File: src/rtl/uart_tx.sv
// uart_tx -- 8N1 serial transmitter with registered outputs.
//
// Sends one byte per accepted request, least significant bit first, framed by
// one start bit (0) and one stop bit (1). Each serial bit lasts CLKS_PER_BIT
// clock cycles.
//
// Ports:
//   clk    in   system clock; all state changes on its rising edge
//   rst    in   synchronous active-high reset
//   start  in   transmit request, sampled every rising edge
//   data   in   byte to send, captured only when a request is accepted
//   busy   out  high while a frame is in progress
//   done   out  one-cycle pulse after the stop bit completes
//   tx     out  serial line, idles high
module uart_tx #(
  parameter int CLKS_PER_BIT = 4
) (
  input  logic       clk,
  input  logic       rst,
  input  logic       start,
  input  logic [7:0] data,
  output logic       busy,
  output logic       done,
  output logic       tx
);

  localparam int CNT_RAW = $clog2(CLKS_PER_BIT + 1);
  localparam int CNT_W   = (CNT_RAW < 1) ? 1 : CNT_RAW;
  localparam logic [CNT_W-1:0] CNT_MAX = CNT_W'(CLKS_PER_BIT - 1);

  typedef enum logic [1:0] {
    IDLE  = 2'd0,
    START = 2'd1,
    DATA  = 2'd2,
    STOP  = 2'd3
  } state_t;

  state_t           r_state, w_state_nxt;
  logic [CNT_W-1:0] r_cnt,   w_cnt_nxt;
  logic [2:0]       r_idx,   w_idx_nxt;
  logic [7:0]       r_shift, w_shift_nxt;
  logic             r_tx,    w_tx_nxt;
  logic             r_busy,  w_busy_nxt;
  logic             r_done,  w_done_nxt;
  logic             w_bit_end;

  assign w_bit_end = (r_cnt == CNT_MAX);

  always_ff @(posedge clk) begin
    if (rst) begin
      r_state <= IDLE;
      r_cnt   <= '0;
      r_idx   <= '0;
      r_shift <= '0;
      r_tx    <= 1'b1;
      r_busy  <= 1'b0;
      r_done  <= 1'b0;
    end else begin
      r_state <= w_state_nxt;
      r_cnt   <= w_cnt_nxt;
      r_idx   <= w_idx_nxt;
      r_shift <= w_shift_nxt;
      r_tx    <= w_tx_nxt;
      r_busy  <= w_busy_nxt;
      r_done  <= w_done_nxt;
    end
  end

  always_comb begin
    w_state_nxt = r_state;
    w_cnt_nxt   = r_cnt;
    w_idx_nxt   = r_idx;
    w_shift_nxt = r_shift;
    w_tx_nxt    = r_tx;
    w_busy_nxt  = r_busy;
    w_done_nxt  = 1'b0;

    case (r_state)
      IDLE: begin
        w_tx_nxt   = 1'b1;
        w_busy_nxt = 1'b0;
        w_cnt_nxt  = '0;
        w_idx_nxt  = '0;
        if (start) begin
          w_state_nxt = START;
          w_shift_nxt = data;
          w_tx_nxt    = 1'b0;
          w_busy_nxt  = 1'b1;
        end
      end

      START: begin
        if (w_bit_end) begin
          w_state_nxt = DATA;
          w_cnt_nxt   = '0;
          w_idx_nxt   = '0;
          w_tx_nxt    = r_shift[0];
        end else begin
          w_cnt_nxt = r_cnt + CNT_W'(1);
        end
      end

      DATA: begin
        if (w_bit_end) begin
          w_cnt_nxt = '0;
          if (r_idx == 3'd7) begin
            w_state_nxt = STOP;
            w_tx_nxt    = 1'b1;
          end else begin
            // Shift is consumed from bit 0; the next bit to present is bit 1.
            w_idx_nxt   = r_idx + 3'd1;
            w_tx_nxt    = r_shift[1];
            w_shift_nxt = {1'b0, r_shift[7:1]};
          end
        end else begin
          w_cnt_nxt = r_cnt + CNT_W'(1);
        end
      end

      STOP: begin
        if (w_bit_end) begin
          w_done_nxt = 1'b1;
          w_cnt_nxt  = '0;
          w_idx_nxt  = '0;
          // A request on the completion edge chains straight into the next
          // frame, so busy never drops and no idle bit is inserted.
          if (start) begin
            w_state_nxt = START;
            w_shift_nxt = data;
            w_tx_nxt    = 1'b0;
            w_busy_nxt  = 1'b1;
          end else begin
            w_state_nxt = IDLE;
            w_tx_nxt    = 1'b1;
            w_busy_nxt  = 1'b0;
          end
        end else begin
          w_cnt_nxt = r_cnt + CNT_W'(1);
        end
      end

      default: begin
        w_state_nxt = IDLE;
        w_cnt_nxt   = '0;
        w_idx_nxt   = '0;
        w_tx_nxt    = 1'b1;
        w_busy_nxt  = 1'b0;
      end
    endcase
  end

  assign tx   = r_tx;
  assign busy = r_busy;
  assign done = r_done;

endmodule

File: config.mk
export PLATFORM = sky130hd
export DESIGN_NAME = uart_tx
export DESIGN_NICKNAME = d
export VERILOG_FILES = /design/src/rtl/uart_tx.sv
export SDC_FILE = /design/constraint.sdc
export NUM_CORES = 1
export LEC_CHECK = 0
export ABC_AREA = 1
export CORE_MARGIN = 2
export CORE_UTILIZATION = 50
export DETAILED_ROUTE_END_ITERATION = 10
export PLACE_DENSITY = 0.77
export SLEW_MARGIN = 0
export SYNTH_ARGS = -nofsm -noshare
export SYNTH_HDL_FRONTEND = slang
export SYNTH_SLANG_ARGS = --single-unit
export TNS_END_PERCENT = 20
File: constraint.sdc
create_clock -name clk -period 3.85 [get_ports clk]
set_input_delay 0.5775 -clock clk [delete_from_list [all_inputs] [get_ports clk]]
set_output_delay 0.5775 -clock clk [all_outputs]
set_load 0.02 [all_outputs]
==> run metrics, run 1 <==
layout cells sized above 1 6.13%; pin count of the biggest net entering global routing 18; number of global-route vias before repair 830; Starting Density 53.6%; PD cells ~720 nW/um^2; Worst-Skew Late Latency approximately 300 ps; Place WS 1970 ps; max frequency 524 MHz; worst r2r src r_state[0]; CORE AREA between 2000 and 2500 sq um; sw frac 45.4%; max-cap violation count 0; Final ANT Viol Nets 0; count of final max-slew check failures 0; Final WS setup 1940 ps; die area roughly 2500 sq um; die height a little over 50 microns; number of buffers created by CTS 3; Startpoint Class register; CTS max path bufs 2; CTS hold repair buffers 0; CP required between 4000 and 5000 ps; register area share after synthesis 35.4%; flop-to-flop setup slack 1940 ps; worst vdd ir 0.392 mV; part of the power in registers 33.9%; WL final approximately 2000 microns; gr usage total 16.7%; Slew HR between 50% and 60%; Avg WL per Cell ~11 microns; post-CTS setup buffer count 0; Final TNS setup 0 ps; initial DRC count 21; synth top area cells dfxtp_1, nand2_1, ha_1; R2R cell count 6; Final period util between 40% and 50%; cell taking the most area after synthesis dfxtp_1; # DRC 0; DR pass1 iterations 4; GRT overflow 0; CTS tree yes; initial antenna violation count 0; Resized cells post-CTS 0; Leak ~0.62 nW; status finished clean; Syn Std Cell Area approximately 1100 sq um; clock root buffer clkbuf_4; CP Max Fanout 17; Worst-Margin Slew 689 ps; clock skew about 8 ps; area grow syn2layout 13.9%; # diodes 0; CP startpoint r_state[0]; Netlist cell types 18; count of final hold-check violations 0; Setup CP Type reg2reg; H-tree depth 1; Switch Pwr roughly 400 uW; syn_area_per_cell between 7 and 8 sq um; CP Data Arrival Time around 2100 ps; Logic pwr share between 50% and 60%; yosys warns 0; unrepaired setup endpoints after global routing false; global-route wire length before repair 3320 microns; vias after detailed routing ~960; Crit. End Element register; Tmin final around 1900 ps; Num Clock Sinks 19; Tightest Hold Check Type reg2reg; Int Power a little under 500 uW; Final HPWL DP ~1500 microns; I/O Buffers 13; part of the power in the clock network about an eighth; filler instances roughly 190; worst hold stages 1; Worst-path clk slew ~110 ps; Total Nets Final 184; Avg Vias per Cell between 5 and 6; Worst setup endpoint r_idx[1]; io pins 14; Post-Syn Instances around 150; synthesized flop and latch total 19; worst reg2reg endpoint r_idx[1]; Synth top area share between 30% and 40%; gpl congestion 0.779; setup violators final 0; cell row count 16; final core occ between 60% and 70%; syn nets roughly 170; Die Width approximately 50 microns
-- how the worst min path moves through the flow --
stage              from       end  slack, ps
3_5_place_dp   r_cnt[0]  r_cnt[0]        420
5_1_grt        r_cnt[0]  r_cnt[0]        460
2_1_floorplan  r_cnt[0]  r_cnt[0]        400
4_1_cts        r_cnt[0]  r_cnt[0]        440
6_report       r_cnt[0]  r_cnt[0]        430
3_3_place_gp   r_cnt[0]  r_cnt[0]        410
-- state kept, by name (all words and copies together), names as in the netlist --
register  cells
tx            1
r_idx         3
r_shift       8
r_state       2
r_cnt         3
busy          1
done          1
-- synthesized netlist by cell type --
library cell and n:
a21oi_1 19, nor2_4 1, inv_2 1, nor2_1 18, inv_1 21, o211ai_1 2
nand2_1 34, buf_4 2, o21ai_0 2, ha_1 9, nand2_4 2, nand3_1 13
o21ai_4 1, nand4_1 3, nor2_2 1, buf_6 2, buf_2 1, dfxtp_1 19
-- cells by family (layout without fill, tap and decap cells) --
logic type | count (synthesis) | after routing | synth area share, %
adder cells (fa/ha/maj) | 9 | 9 | 10.5
AND/OR/NAND/NOR | 72 | 72 | 29.7
flip-flops | 19 | 19 | 35.4
AO/OA/AOI/OAI | 24 | 24 | 12.7
buffers and inverters | 27 | 39 | 11.7
-- placed cells by master (no fill, tap or decap), drive strengths merged, types with 9 or more instances in the layout --
master	synthesis	routed
inv	22	22
nand3	13	13
nand2	36	36
a21oi	19	19
dfxtp	19	19
ha	9	9
nor2	20	20
clkdlybuf4s50	0	13
-- area by class of cell --
type	instances	area [sq um]	share of cell area, %
Multi-Input combinational cell	105	568	46.5
Clock buffer	3	22.5	1.84
Clock inverter	1	5.00	0.409
Inverter	22	82.6	6.76
Tap cell	27	33.8	2.76
Sequential cell	19	380	31.1
Timing Repair Buffer	13	130	10.6
-- power by group through the flow --
stage	registers (mW)	logic, mW	clock network (mW)
after CTS	0.299	0.482	0.105
after floorplan	0.305	0.410	0
after detailed placement	0.304	0.480	0
after global placement	0.300	0.468	0
after global routing	0.307	0.545	0.113
final	0.299	0.480	0.103
-- worst max-delay path, stage by stage (launching register included) --
cell     delay (ps)
dfxtp_1         440
inv_1           110
ha_1            450
o21ai_4         460
nand3_1         180
nand2_1          90
a21oi_1          60
-- routing by layer --
metal | share of wire, % | wire (microns) | global-route usage [%]
met5 | 0 | 0 | 0
met4 | 1.3 | 27 | 5.41
met3 | 4.0 | 81 | 2.68
met2 | 47 | 950 | 30.5
met1 | 47 | 957 | 19.9
-- metrics by stage --
stage | cell area (sq um) | total power [mW] | hold WS, ps | instances
3_5_place_dp | 1190 | 0.784 | 422 | 186
3_3_place_gp | 1190 | 0.768 | 407 | 186
6_report | 1220 | 0.883 | 431 | 190
5_1_grt | 1220 | 0.964 | 459 | 190
2_1_floorplan | 1070 | 0.715 | 399 | 151
4_1_cts | 1220 | 0.886 | 437 | 190
Power figures use the tool's default switching activity.
==> run 2: changes to the inputs <==
--- a/config.mk
+++ b/config.mk
@@ -7,9 +7,9 @@
 export LEC_CHECK = 0
 export ABC_AREA = 1
 export CORE_MARGIN = 2
-export CORE_UTILIZATION = 50
+export CORE_UTILIZATION = 48
 export DETAILED_ROUTE_END_ITERATION = 10
-export PLACE_DENSITY = 0.77
+export PLACE_DENSITY = 0.78
 export SLEW_MARGIN = 0
 export SYNTH_ARGS = -nofsm -noshare
 export SYNTH_HDL_FRONTEND = slang
==> constraint.sdc (replaced) <==
create_clock -name clk -period 1.7 [get_ports clk]
set_input_delay 0.255 -clock clk [delete_from_list [all_inputs] [get_ports clk]]
set_output_delay 0.255 -clock clk [all_outputs]
set_load 0.02 [all_outputs]
==> run metrics, run 2 (same netlist as run 1, synthesis figures left out) <==
Startpoint Class register; commonest non-fill, non-tap cell in the layout nand2_1; WL final between 1500 and 2000 microns; filler instances just over 200; worst vdd ir 1.00 mV; Final WS setup 168 ps; commonest non-fill, non-tap cells in the layout nand2_1, inv_1, a21oi_1, dfxtp_1, nor2_1; Final TNS setup 0 ps; unrepaired setup endpoints after global routing false; PD cells roughly 1700 nW/um^2; Starting Density a little under 50%; gpl congestion slightly above 0.8; die height 51.3 microns; die area 2630 sq um; GRT overflow 0; CORE AREA around 2200 sq um; CP required about 1900 ps; Worst-path clk slew 110 ps; clock root buffer clkbuf_4; Tmin final 1530 ps; register area 380 sq um; most flop-heavy register r_shift; status finished clean; count of final max-slew check failures 0; number of global-route vias before repair between 800 and 900; CTS max path bufs 2; DR pass1 iterations 4; Die Width between 50 and 60 microns; initial DRC count 13; gr usage total between 15 and 20%; pin count of the biggest net entering global routing 18; Avg WL per Cell 10.1 microns; CTS tree yes; Setup CP Type reg2reg; CP Max Fanout 16; setup violators final 0; cell row count 17; final core occ around 59%; Final period util between 90 and 100%; initial antenna violation count 0; Num Clock Sinks 19; Slew HR roughly three quarters; number of buffers created by CTS 3; count of final hold-check violations 0; Worst-Skew Late Latency approximately 300 ps; clock skew 4.58 ps; # DRC 0; area grow syn2layout 18.4%; Place WS around 94 ps; max frequency between 600 and 700 MHz; Tightest Hold Check Type reg2reg; Largest regs r_shift (8), r_cnt (3), r_idx (3); Total Nets Final 190; global-route wire length before repair 3440 microns; Multi-input gate area roughly 570 sq um; # diodes 0; Crit. End Element register; I/O Buffers 13; Worst-Margin Slew approximately 390 ps; Final HPWL DP roughly 1500 microns; max-cap violation count 0; Overall Power about 2.1 mW; layout cells sized above 1 10.1%; Leak approximately 0.65 nW; CP Data Arrival Time 1730 ps; io pins 14; max reg flops 8; Final ANT Viol Nets 0; vias after detailed routing roughly 950; Avg Vias per Cell around 4.8; H-tree depth 1
run 2: cell types whose count changed in the layout (fill, tap and decap cells not counted):
cell   delta
ha_2      +1
ha_1      -1
buf_4     +6
run 2: final cells by class:
class | count | share of cell area [%]
multi-input combinational | 105 | 44.9
sequential | 19 | 29.9
timing repair buffer | 19 | 13.8
inverter | 22 | 6.50
tap | 28 | 2.76
clock buffer | 3 | 1.77
clock inverter | 1 | 0.394
run 2: repair_timing:
| action | CTS | global route |
|---|---|---|
| endpoints found under the setup margin | 0 | 12 |
| gates resized for setup | 0 | 1 |
| buffers inserted | 0 | 3 |
| hold buffers | 0 | 0 |
run 2: critical path, stage by stage (launching register included):
cell	delay [ps]
dfxtp_1	340
ha_1	200
ha_1	220
nand2_4	100
nand2_4	50
nor2_4	280
nand3_1	130
nand2_1	80
nor2_1	40
run 2: through the flow:
stage               hold slack [ps]  cells  area, sq um
floorplan                       324    151         1070
global placement                407    190         1220
detailed placement              418    190         1220
CTS                             433    194         1250
global route                    455    197         1270
finish                          429    197         1270
run 2: power by group:
group / internal (mW) / total, mW / switching (mW)
registers: 0.590 / 0.665 / 0.0754
clock network: 0.0876 / 0.225 / 0.137
logic: 0.499 / 1.21 / 0.713
run 2: layer usage:
layer / part of all wire, % / global-route usage [%] / vias to the layer above
met4: 2.6 / 9.21 / 0
met2: 46 / 30.1 / 15
met3: 3.1 / 2.63 / 4
li1: - / - / 518
met1: 48 / 20.6 / 416
met5: 0 / 0 / -
run 2: worst paths after layout:
| path | startpoint | endpoint | slack [ps] | depth (start not counted) |
|---|---|---|---|---|
| worst max-delay path | r_idx[0] | r_shift[1] | 170 | 8 |
| worst min-delay path | r_cnt[0] | r_cnt[0] | 430 | 1 |
| worst max register to register | r_idx[0] | r_shift[1] | 170 | 8 |
| worst min register to register | r_cnt[0] | r_cnt[0] | 430 | 1 |
